[config.mk]
export PLATFORM = sky130hd
export DESIGN_NAME = rcv_pack_fifo_flat
export DESIGN_NICKNAME = d
export VERILOG_FILES = /design/src/rtl/rcv_pack_fifo_if.sv /design/src/rtl/rcv_pack_fifo.sv /design/src/flat_wrapper.sv
export SDC_FILE = /design/constraint.sdc
export NUM_CORES = 1
export LEC_CHECK = 0
export ABC_AREA = 0
export BUFFER_PORTS_ARGS = -buffer_cell sky130_fd_sc_hd__buf_2
export CORE_MARGIN = 3
export CORE_UTILIZATION = 53
export DETAILED_ROUTE_END_ITERATION = 16
export PLACE_DENSITY_LB_ADDON = 0.15
export REMOVE_ABC_BUFFERS = 1
export SYNTH_ARGS = -nofsm -noshare
export SYNTH_HDL_FRONTEND = slang
export SYNTH_SLANG_ARGS = --single-unit
[constraint.sdc]
create_clock -name clk -period 2.8 [get_ports clk]
set_clock_uncertainty 0.1 [all_clocks]
set_input_delay 0.56 -clock clk [delete_from_list [all_inputs] [get_ports clk]]
set_output_delay 0.56 -clock clk [all_outputs]
set_load 0.005 [all_outputs]
[src/rtl/rcv_pack_fifo_if.sv]
// Handshake/bus bundle for rcv_pack_fifo: word producer side, packed-entry consumer side and status.
interface rcv_pack_fifo_if #(
  parameter int WORD_W          = 32,
  parameter int WORDS_PER_ENTRY = 4,
  parameter int DEPTH           = 4
);
  localparam int CNT_W = $clog2(DEPTH) + 1;
  localparam int PW    = $clog2(WORDS_PER_ENTRY);

  logic [WORD_W-1:0]                 wdata;
  logic                              enq_word;
  logic                              deq;
  logic                              fix_error;
  logic                              flush;
  logic [WORD_W*WORDS_PER_ENTRY-1:0] rdata;
  logic                              full;
  logic                              empty;
  logic [CNT_W-1:0]                  count;
  logic [PW-1:0]                     partial_cnt;
  logic                              framing_error;
  logic                              overflow;
  logic                              underflow;

  modport master (
    output wdata, enq_word, deq, fix_error, flush,
    input  rdata, full, empty, count, partial_cnt, framing_error, overflow, underflow
  );

  modport slave (
    input  wdata, enq_word, deq, fix_error, flush,
    output rdata, full, empty, count, partial_cnt, framing_error, overflow, underflow
  );
endinterface

[src/rtl/rcv_pack_fifo.sv]
// Packing FIFO: assembles WORDS_PER_ENTRY input words in place in the tail slot, then commits the
// whole entry; show-ahead head output, framing/overflow/underflow status.
module rcv_pack_fifo #(
  parameter int WORD_W          = 32,
  parameter int WORDS_PER_ENTRY = 4,
  parameter int DEPTH           = 4
) (
  input  logic           clk,
  input  logic           rst,
  rcv_pack_fifo_if.slave bus
);
  localparam int PTR_W = $clog2(DEPTH);
  localparam int CNT_W = $clog2(DEPTH) + 1;
  localparam int PW    = $clog2(WORDS_PER_ENTRY);

  logic [PTR_W-1:0] r_head;
  logic [PTR_W-1:0] r_tail;
  logic [CNT_W-1:0] r_count;
  logic [PW-1:0]    r_partial;
  logic             r_framing_error;
  logic             r_overflow;
  logic             r_underflow;
  logic [WORDS_PER_ENTRY-1:0][WORD_W-1:0] r_mem [DEPTH];

  logic             w_full;
  logic             w_empty;
  logic             w_enq_ok;
  logic             w_last_word;
  logic             w_commit;
  logic             w_deq_ok;
  logic [CNT_W-1:0] w_count_nxt;

  assign w_full      = (r_count == CNT_W'(DEPTH));
  assign w_empty     = (r_count == {CNT_W{1'b0}});
  // flush and fix_error both discard a concurrent word
  assign w_enq_ok    = bus.enq_word & ~w_full & ~bus.fix_error & ~bus.flush;
  assign w_last_word = (r_partial == PW'(WORDS_PER_ENTRY - 1));
  assign w_commit    = w_enq_ok & w_last_word;
  assign w_deq_ok    = bus.deq & ~w_empty & ~bus.flush;

  // Next entry count from concurrent commit/pop
  always_comb begin
    w_count_nxt = r_count;
    case ({w_commit, w_deq_ok})
      2'b10:   w_count_nxt = r_count + CNT_W'(1'b1);
      2'b01:   w_count_nxt = r_count - CNT_W'(1'b1);
      default: w_count_nxt = r_count;
    endcase
  end

  // Control state: pointers, counters, sticky and pulsed status
  always_ff @(posedge clk) begin
    if (rst) begin
      r_head          <= {PTR_W{1'b0}};
      r_tail          <= {PTR_W{1'b0}};
      r_count         <= {CNT_W{1'b0}};
      r_partial       <= {PW{1'b0}};
      r_framing_error <= 1'b0;
      r_overflow      <= 1'b0;
      r_underflow     <= 1'b0;
    end else if (bus.flush) begin
      r_head          <= {PTR_W{1'b0}};
      r_tail          <= {PTR_W{1'b0}};
      r_count         <= {CNT_W{1'b0}};
      r_partial       <= {PW{1'b0}};
      r_framing_error <= 1'b0;
      r_overflow      <= 1'b0;
      r_underflow     <= 1'b0;
    end else begin
      r_overflow  <= bus.enq_word & w_full & ~bus.fix_error;
      r_underflow <= bus.deq & w_empty;
      r_count     <= w_count_nxt;
      if (w_commit) begin
        r_tail <= r_tail + PTR_W'(1'b1);
      end
      if (w_deq_ok) begin
        r_head <= r_head + PTR_W'(1'b1);
      end
      if (bus.fix_error) begin
        r_partial <= {PW{1'b0}};
      end else if (w_enq_ok) begin
        r_partial <= w_last_word ? {PW{1'b0}} : r_partial + PW'(1'b1);
      end
      // consumer asked for data while only a partial entry was being built
      if (bus.fix_error) begin
        r_framing_error <= 1'b0;
      end else if (bus.deq && w_empty && (r_partial != {PW{1'b0}})) begin
        r_framing_error <= 1'b1;
      end
    end
  end

  // Storage: words land directly in the tail slot, no reset needed
  always_ff @(posedge clk) begin
    if (!rst && w_enq_ok) begin
      r_mem[r_tail][r_partial] <= bus.wdata;
    end
  end

  assign bus.rdata         = w_empty ? {(WORD_W*WORDS_PER_ENTRY){1'b0}} : r_mem[r_head];
  assign bus.full          = w_full;
  assign bus.empty         = w_empty;
  assign bus.count         = r_count;
  assign bus.partial_cnt   = r_partial;
  assign bus.framing_error = r_framing_error;
  assign bus.overflow      = r_overflow;
  assign bus.underflow     = r_underflow;
endmodule

[src/flat_wrapper.sv]
// flat-port wrapper written by rule: the top's interface ports become plain ports
module rcv_pack_fifo_flat 
#(
  parameter int WORD_W          = 32,
  parameter int WORDS_PER_ENTRY = 4,
  parameter int DEPTH           = 4
)
  (clk, rst, bus_wdata, bus_enq_word, bus_deq, bus_fix_error, bus_flush, bus_rdata, bus_full, bus_empty, bus_count, bus_partial_cnt, bus_framing_error, bus_overflow, bus_underflow);
  rcv_pack_fifo_if #(.WORD_W(WORD_W), .WORDS_PER_ENTRY(WORDS_PER_ENTRY), .DEPTH(DEPTH)) bus_i ();
  input  logic clk;
  input  logic rst;
  input wire logic [$bits(bus_i.wdata)-1:0] bus_wdata;
  input wire logic [$bits(bus_i.enq_word)-1:0] bus_enq_word;
  input wire logic [$bits(bus_i.deq)-1:0] bus_deq;
  input wire logic [$bits(bus_i.fix_error)-1:0] bus_fix_error;
  input wire logic [$bits(bus_i.flush)-1:0] bus_flush;
  output wire logic [$bits(bus_i.rdata)-1:0] bus_rdata;
  output wire logic [$bits(bus_i.full)-1:0] bus_full;
  output wire logic [$bits(bus_i.empty)-1:0] bus_empty;
  output wire logic [$bits(bus_i.count)-1:0] bus_count;
  output wire logic [$bits(bus_i.partial_cnt)-1:0] bus_partial_cnt;
  output wire logic [$bits(bus_i.framing_error)-1:0] bus_framing_error;
  output wire logic [$bits(bus_i.overflow)-1:0] bus_overflow;
  output wire logic [$bits(bus_i.underflow)-1:0] bus_underflow;
  assign bus_i.wdata = bus_wdata;
  assign bus_i.enq_word = bus_enq_word;
  assign bus_i.deq = bus_deq;
  assign bus_i.fix_error = bus_fix_error;
  assign bus_i.flush = bus_flush;
  assign bus_rdata = bus_i.rdata;
  assign bus_full = bus_i.full;
  assign bus_empty = bus_i.empty;
  assign bus_count = bus_i.count;
  assign bus_partial_cnt = bus_i.partial_cnt;
  assign bus_framing_error = bus_i.framing_error;
  assign bus_overflow = bus_i.overflow;
  assign bus_underflow = bus_i.underflow;
  rcv_pack_fifo #(.WORD_W(WORD_W), .WORDS_PER_ENTRY(WORDS_PER_ENTRY), .DEPTH(DEPTH)) u_core (.clk(clk), .rst(rst), .bus(bus_i));
endmodule
; ---- Yosys cells after proc, flatten, opt, wreduce, memory -nomap -nowiden
; Memories as Yosys holds them, arrays and structs flattened. A register that Yosys moved wholly into a read port is not among the register bits.
; Index checks and enable logic that the tools add are counted.
; W data, S select, Z words.
[classes]
n_addsub = 5
n_mul = 0
div_mod_pow = 0
order_cmp = 2
eq_ne = 4
shift = 0
n_mux = 9
bitwise = 13
reduce_logical = 10
[ops]
columns = cell, count
row1 = $mux W128, 2
row2 = $demux W32 S2, 1
row3 = $mux W32, 1
row4 = $and A1 B1 Y1, 9
row5 = $add A2 B1 Y2 const B, 3
row6 = $mux W2, 3
row7 = $pmux W3 S2, 1
row8 = $eq A2 B2 Y1 const B, 2
row9 = $logic_and A1 B1 Y1, 4
row10 = $not A1 Y1, 4
row11 = $reduce_bool A2 Y1, 2
row12 = $add A3 B1 Y3 const B, 1
row13 = $eq A3 B3 Y1 const B, 1
row14 = $logic_not A3 Y1, 1
row15 = $lt A2 B3 Y1 const B, 1
row16 = $reduce_or A3 Y1, 1
row17 = $sub A3 B1 Y3 const B, 1
row18 = $eq A2 B1 Y1 const B, 1
row19 = $ge A2 B1 Y1 const B, 1
row20 = $reduce_or A2 Y1, 1
row21 = $logic_not A1 Y1, 1
row22 = $mux W1, 1
[totals]
register_bits = 12
latchBits = 0
ram_bits = 512
romBits = 0
inputBits = 38
mem_count = 1
[mem_list]
columns = name, depth, width, rd, rd_ports_with_merged_regs, write_ports, line_no
row1 = u_core.r_mem, 4, 128, 1, 1, 1, rcv_pack_fifo.sv:23  ; logic [WORDS_PER_ENTRY-1:0][WORD_W-1:0] r_mem [DEPTH];

; ---- Logic depth before layout (Yosys ltp)
; Gate-level depths: netlist of run 1.
[depth]
ltp_word = 8
mapped_depth = 9

; ---- Least setup slack after synthesis of run 1
; Ideal clock, no wire load.
[synth_path]
kind = input to register
from = in bus_flush
to = mem u_core.r_mem[2][0] (netlist bit) (enable)
arrival_ns = 2.252
required_time_ns = 2.308
slack_ns = 0.056
path_stages = 5
cell_sequence = or2_2 -> clkbuf_1 -> nor3_2 -> clkbuf_2 -> and3_1
[synth_between]
elab_chain_cells = 5
[synth_lines]
columns = element, line_no
row1 = "start, declared", flat_wrapper.sv:16  ; input wire logic [$bits(bus_i.flush)-1:0] bus_flush;
row2 = $not A1 Y1, rcv_pack_fifo.sv:36  ; assign w_enq_ok = bus.enq_word & ~w_full & ~bus.fix_error & ~bus.flush;
row3 = $and A1 B1 Y1, rcv_pack_fifo.sv:36
row4 = $logic_and A1 B1 Y1, rcv_pack_fifo.sv:95  ; if (!rst && w_enq_ok) begin
row5 = $mux W1, rcv_pack_fifo.sv:95
row6 = $mux W128 (implied by the code), rcv_pack_fifo.sv:96  ; r_mem[r_tail][r_partial] <= bus.wdata;
row7 = "end, declared", rcv_pack_fifo.sv:23
; No other way between the ends.

==> out/qor.csv, run 1 <==
stage,metric,value,unit
global_routing,grt_pass1_wl,64760,um
cells_and_area,layout_common_cells,"512 x edfxtp_1, 175 x buf_2, 128 x mux4_2, 128 x nor2b_1, 54 x clkbuf_16",
logic_synthesis,seq_area_frac_synth,78.00,%
power,leakagePower,7.963,nW
logic_synthesis,synth_compound_area_share,0.4426,%
power,peakVddDrop,0.4295,mV
logic_synthesis,yosys.cell_types.count,34,
cts,root_buffer,clkbuf_16,
logic_synthesis,yosys.area_share.simple,5.243,%
routing,wirelength,43130,um
timing,slew_headroom,63.91,%
power,p_per_area,665.4,nW/um2
cts,path_clk_slew,0.06,ns
global_routing,overflow,0,
logic_synthesis,synth-seq-cells,526,
die,rows,70,
outcome,outcome,"finished, violations left",
global_routing,antenna_found_initial,2,
cts,cts_buffers,52,
routing,dr.pass1.iters,5,
cells_and_area,n_fill_cell,2546,
logic_synthesis,yosysWarnings,0,
timing,tightest_slew,0.5413,ns
die,die_x,200.6,um
die,initial_core_util,54.30,%
cells_and_area,diodes,0,
timing,fmax,351.2,MHz
die,core_area,36960,um2
routing,route.vias.total,9652,
logic_synthesis,avgSynthCellArea,22.18,um2
place,portBuffers,175,
routing,routedWlPerCell,25.58,um
critical_path,critical_path_class,reg2out,
critical_path,crit_family,multiplexers,
timing,drv_slew,0,
critical_path,regToRegStartpoint,u_core.bus.partial_cnt[0],
worst_hold_path,hp-class,in2reg,
cells_and_area,nNetsFinal,1188,
cells_and_area,syn_to_final_growth,19.79,%
die,die-area,40240,um2
critical_path,worstSetupStartpointType,register,
routing,via_per_inst,5.725,
cts,clockBufferDepth,3,
place,dpl.hpwl,25100,um
logic_synthesis,synth-xor-area-share,0.1309,%
global_routing,grt_max_degree,104,
critical_path,crit_buf_inv,3,
cells_and_area,final_common_cell,edfxtp_1,
critical_path,cp.required,2.14,ns
flow_run,max_cap_violations,0,
die,die_height,200.6,um
place,dpl-instance-area,22100,um2
critical_path,path_cells,"buf_12, buf_6, mux4_2, nor2b_1, buf_2",
global_routing,grt_pass1_vias,9944,
cells_and_area,postLayoutCellArea,24040,um2
routing,drtIter0Drc,680,
routing,drc_errors,0,
logic_synthesis,synth_fa_ha_area_share,0.6608,%
logic_synthesis,synth_top_family_by_area,multiplexers,
place,gp_congestion,0.7511,
critical_path,crit_path_end_kind,output port,
cts,cts_sinks,526,
timing,setup_viol,31,
timing,fin_tns_setup,-0.5083,ns
cts,cts_tree,yes,
timing,period_minus_slack,2.847,ns
critical_path,worstPathArrival,2.19,ns
timing,rsz0062_at_grt,true,
critical_path,cp_slowest_cell,mux4_2,
timing,fin_crit_sh,101.7,%
die,io-pin-count,176,
cts,insertion_delay,0.56,ns
cts,htreeDepth,2,
timing,hold_slack,0.1393,ns
logic_synthesis,yosys-mux-area-fraction,14.36,%
logic_synthesis,synth_cells,905,
timing,hold_viol_final,0,
timing,setup_ws,-0.04740,ns
outcome,violations,negative setup slack,
worst_hold_path,hold_path_startpoint,bus_fix_error,
critical_path,crit_fanout,9,
routing,antenna_left,0,
logic_synthesis,syn-cell-area,20070,um2
critical_path,critPathMaxStageDelay,0.55,ns
cells_and_area,drive_gt1_share,38.24,%
global_routing,grt_usage,21.54,%
sequential cells by signal, indices dropped and copies added (netlist names), named ones only:
signal	flops
u_core.r_mem	512
u_core.bus.count	3
u_core.bus.partial_cnt	2
u_core.r_head	2
u_core.r_tail	2
u_core.bus.framing_error	1
u_core.bus.overflow	1
u_core.bus.underflow	1
layer usage:
metal	routed length, um	vias to the layer above	global-route usage (%)
met5	21	-	0
met2	20640	273	33.60
li1	-	4155	-
met3	2400	69	3.892
met4	931	4	5.646
met1	19130	5151	32.20
synthesized netlist by cell type (all sizes together):
cell / number / area [um2]
a211oi: 2 / 20.02
or3: 2 / 12.51
nor3: 4 / 30.03
a21oi: 5 / 25.02
o31ai: 1 / 7.510
edfxtp: 512 / 15370
clkbuf: 16 / 61.30
mux4: 128 / 2883
xor2: 3 / 26.28
a31oi: 1 / 6.260
inv: 9 / 33.78
or3b: 2 / 20.02
dfxtp: 14 / 280.3
nor4bb: 1 / 10.01
nand2b: 1 / 6.260
fa: 1 / 20.02
o21ai: 6 / 30.03
nand4bb: 1 / 11.26
or4: 1 / 7.510
buf: 29 / 136.4
nor2: 7 / 26.28
nor2b: 128 / 800.8
nand2: 3 / 11.26
ha: 9 / 112.6
and3: 16 / 100.1
nand3: 2 / 10.01
or2: 1 / 6.260
per-stage QoR:
stage	util [%]	total power, mW	std cells	setup slack (ns)
after floorplan	-	8.834	860	-3.957
after global placement	59.79	8.960	1582	0.3753
after detailed placement	59.79	8.968	1582	0.2499
after CTS	64.98	16.13	1685	-0.08912
after global routing	65.05	16.46	1686	-0.1268
final	65.05	16.00	1686	-0.04740
path summary, 6_finish.rpt:
| check | to | slack, ns | cells past startpoint |
|---|---|---|---|
| worst max-delay path | bus_rdata[9] | -0.05 | 5 |
| worst min-delay path | u_core.bus.framing_error | 0.14 | 2 |
| worst max register to register | u_core.bus.count[2] | 0.26 | 9 |
| worst min register to register | register | 0.37 | 2 |
final cells by class:
cell class,instances,area [um2],share of cell area [%]
Multi-Input combinational cell,325,4209,17.51
Inverter,9,33.78,0.1405
Timing Repair Buffer,226,1724,7.171
Sequential cell,526,15660,65.15
Tap cell,504,630.6,2.623
Clock buffer,64,1368,5.688
Clock inverter,32,414.1,1.723
worst reg2reg max path, cell delays in order (launching register included):
cell      delay, ns
dfxtp_1        0.43
ha_1           0.34
nor4bb_1       0.52
nand2_1        0.11
ha_1           0.22
inv_1          0.07
fa_1           0.17
xor2_1         0.07
or3_1          0.31
a21oi_1        0.14
power breakdown:
group / switching [mW] / internal [mW]
Sequential: 0.00288 / 8.64
Combinational: 0.123 / 0.0361
Clock: 2.81 / 4.39
Total: 2.94 / 13.1
logic make-up after synthesis:
family,Yosys count
xor gates and xnor gates,3
and+or+nand+nor,169
AOI/OAI and AO/OA,15
muxes,128
buffers and inverters,54
adders and majority gates,10
DFF,526
timing repair:
| item | CTS | global route |
|---|---|---|
| hold buffers | 0 | 0 |
| resized for setup | 11 | 0 |
| setup endpoints to repair | 120 | 124 |
| cloned | 2 | 1 |
| buffers inserted | 5 | 0 |
(Power assumes the default switching activity.)
==> run 2: changes to the inputs <==
ABC_AREA = 1   (was 0)
CORE_UTILIZATION = 54   (was 53)
CTS_BUF_LIST = sky130_fd_sc_hd__clkbuf_8 sky130_fd_sc_hd__clkbuf_16   (was not set)
==> out/qor.csv, run 2 <==
stage,metric,value,unit
critical_path,worstRegToRegCells,7,
timing,slew_headroom,70.79,%
critical_path,regToRegStartpoint,u_core.bus.count[1],
routing,wirelength,50850,um
routing,drtIter0Drc,1248,
global_routing,grt_pass1_vias,12780,
place,dpl-instance-area,22430,um2
logic_synthesis,synth_cells,1630,
routing,via_per_inst,5.564,
cts,root_buffer,clkbuf_16,
worst_hold_path,hp-class,in2reg,
critical_path,cp.required,2.14,ns
cts,insertion_delay,0.59,ns
critical_path,critical_path_class,reg2out,
timing,fmax,363.1,MHz
cts,path_clk_slew,0.06,ns
global_routing,grt_usage,24.56,%
critical_path,crit_fanout,63,
power,leakagePower,8.855,nW
global_routing,antenna_found_initial,0,
flow_run,max_cap_violations,0,
die,die-area,40750,um2
logic_synthesis,yosys.cell_types.count,24,
routing,antenna_left,0,
power,comb_power_share,1.1,%
cts,cts_tree,yes,
cts,htreeDepth,2,
place,portBuffers,175,
cells_and_area,layout_common_cells,"521 x nor2_1, 512 x edfxtp_1, 237 x o21ai_0",
die,die_height,201.9,um
power,swShare,19.44,%
power,seqPwrFrac,56.1,%
routing,drc_errors,0,
critical_path,crit_path_end_kind,output port,
logic_synthesis,ys_top_cells_by_count,"538 x nor2_1, 512 x edfxtp_1, 250 x o21ai_0, 135 x a21oi_1, 33 x buf_2",
logic_synthesis,syn-cell-area,20710,um2
power,peakVddDrop,0.5508,mV
logic_synthesis,yosysWarnings,0,
cts,cts_sinks,526,
cells_and_area,syn_to_final_growth,19.06,%
cells_and_area,top_register,u_core.r_mem,
logic_synthesis,async_flop_share,0,%
cells_and_area,largest_reg_flops,512,
routing,route.vias.total,13310,
place,dpl.hpwl,28710,um
logic_synthesis,avgSynthCellArea,12.71,um2
logic_synthesis,synth-edff-count,512,
cells_and_area,nNetsFinal,1888,
cts,cts_buffers,52,
worst_hold_path,hold_path_depth,2,
die,rows,71,
die,die_x,201.9,um
timing,fin_tns_setup,0,ns
logic_synthesis,seq_area_frac_synth,75.58,%
worst_hold_path,whs_endpoint,u_core.bus.overflow,
timing,rsz0062_at_grt,true,
logic_synthesis,synth_top_area_cell,edfxtp_1,
timing,tightest_slew,0.4377,ns
cts,clockBufferDepth,3,
logic_synthesis,synthTopCellsByArea,"edfxtp_1 74%, nor2_1 9.7%, o21ai_0 6.0%, a21oi_1 3.3%, dfxtp_1 1.4%",
timing,period_minus_slack,2.754,ns
critical_path,r2r_slack,0.57,ns
cells_and_area,postLayoutCellArea,24660,um2
routing,dr.pass1.iters,5,
timing,hold_viol_final,0,
die,core_area,37760,um2
logic_synthesis,yosysMostFrequentCell,nor2_1,
worst_hold_path,hold_path_startpoint,rst,
global_routing,grt_max_degree,69,
cells_and_area,drive_gt1_share,19.56,%
place,gp_congestion,0.7662,
global_routing,overflow,0,
die,io-pin-count,176,
power,p_clk_share,42.8,%
power,p_per_area,624.4,nW/um2
cells_and_area,final_common_cell,nor2_1,
die,initial_core_util,54.86,%
cells_and_area,n_fill_cell,2753,
logic_synthesis,yosysTopAreaCellShare,74.23,%
timing,drv_slew,0,
timing,fin_crit_sh,98.37,%
timing,setup_viol,0,
logic_synthesis,synth-seq-cells,526,
outcome,outcome,"complete, no violations",
critical_path,r2r_end,u_core.r_mem[2][3],
power,p_switching,2.994,mW
cells_and_area,diodes,0,
routing,routedWlPerCell,21.26,um
critical_path,worstSetupStartpointType,register,
power,p_int,12.41,mW
logic_synthesis,synth_ff_type,edfxtp_1,
critical_path,worstPathArrival,2.09,ns
global_routing,grt_pass1_wl,76710,um
run 2: how the worst max path moves through the flow:
stage                              from                 end  slack, ns  cells after the start
after floorplan                register      bus_rdata[126]      -6.25                      3
after global placement    bus_fix_error  u_core.r_mem[2][4]       0.26                      9
after detailed placement  bus_fix_error  u_core.r_mem[2][9]       0.23                      9
after CTS                      register       bus_rdata[90]      -0.03                      7
after global routing           register        bus_rdata[3]      -0.03                      6
final                          register        bus_rdata[3]       0.05                      6
run 2: metal layers:
metal | global-route usage, % | share of wire [%] | vias to the layer above
li1 | - | - | 6200
met1 | 36.00 | 44 | 6510
met2 | 39.19 | 47 | 527
met3 | 3.592 | 7.0 | 73
met4 | 6.753 | 2.1 | 0
met5 | 0 | 0 | -
run 2: power by group through the flow:
stage,sequential [mW],combinational (mW),clock (mW)
after floorplan,8.81,0.0196,0
after global routing,8.64,0.190,7.02
after detailed placement,8.81,0.171,0
after CTS,8.64,0.172,6.68
final,8.64,0.171,6.59
after global placement,8.81,0.167,0
run 2: repair_timing:
action                                  4_1_cts  5_1_grt
pin swaps                                     2       17
buffers inserted                              4       14
endpoints found under the setup margin      111      111
hold buffers                                  0        0
resized for setup                            27       38
cloned                                        4        5
run 2: through the flow:
step | util (%) | hold slack (ns) | setup WS, ns | instances | power, mW
detailed placement | 59.42 | 0.3438 | 0.2259 | 2270 | 8.978
global route | 65.32 | 0.08845 | -0.03417 | 2392 | 15.85
finish | 65.32 | 0.08785 | 0.04558 | 2392 | 15.40
CTS | 64.40 | 0.06122 | -0.02614 | 2373 | 15.49
global placement | 59.42 | 0.3508 | 0.2623 | 2270 | 8.973
floorplan | - | 0.3458 | -6.252 | 1531 | 8.832
run 2: logic make-up after synthesis:
| kind of cell | synth area share [%] |
|---|---|
| compound gates | 9.496 |
| simple gates | 10.59 |
| flops | 75.58 |
| fa+ha+maj | 0.6403 |
| buf+inv | 3.697 |
run 2: worst max-delay path: stages (launching register included):
cell and delay [ns]:
dfxtp_4 0.38, buf_12 0.15, clkinv_16 0.09, buf_16 0.25, o21ai_0 0.16, a21oi_1 0.25
buf_2 0.16
run 2: cell type report:
type                    instances  area (um2)  share of cell area (%)
clock inverters                43       312.8                   1.268
multi-input cells             979        4493                   18.22
repair buffers                255        2125                   8.614
inverters                      26       128.9                  0.5226
flip-flops and latches        526       15660                   63.51
clock buffers                  52        1301                   5.276
well taps                     511       639.4                   2.592
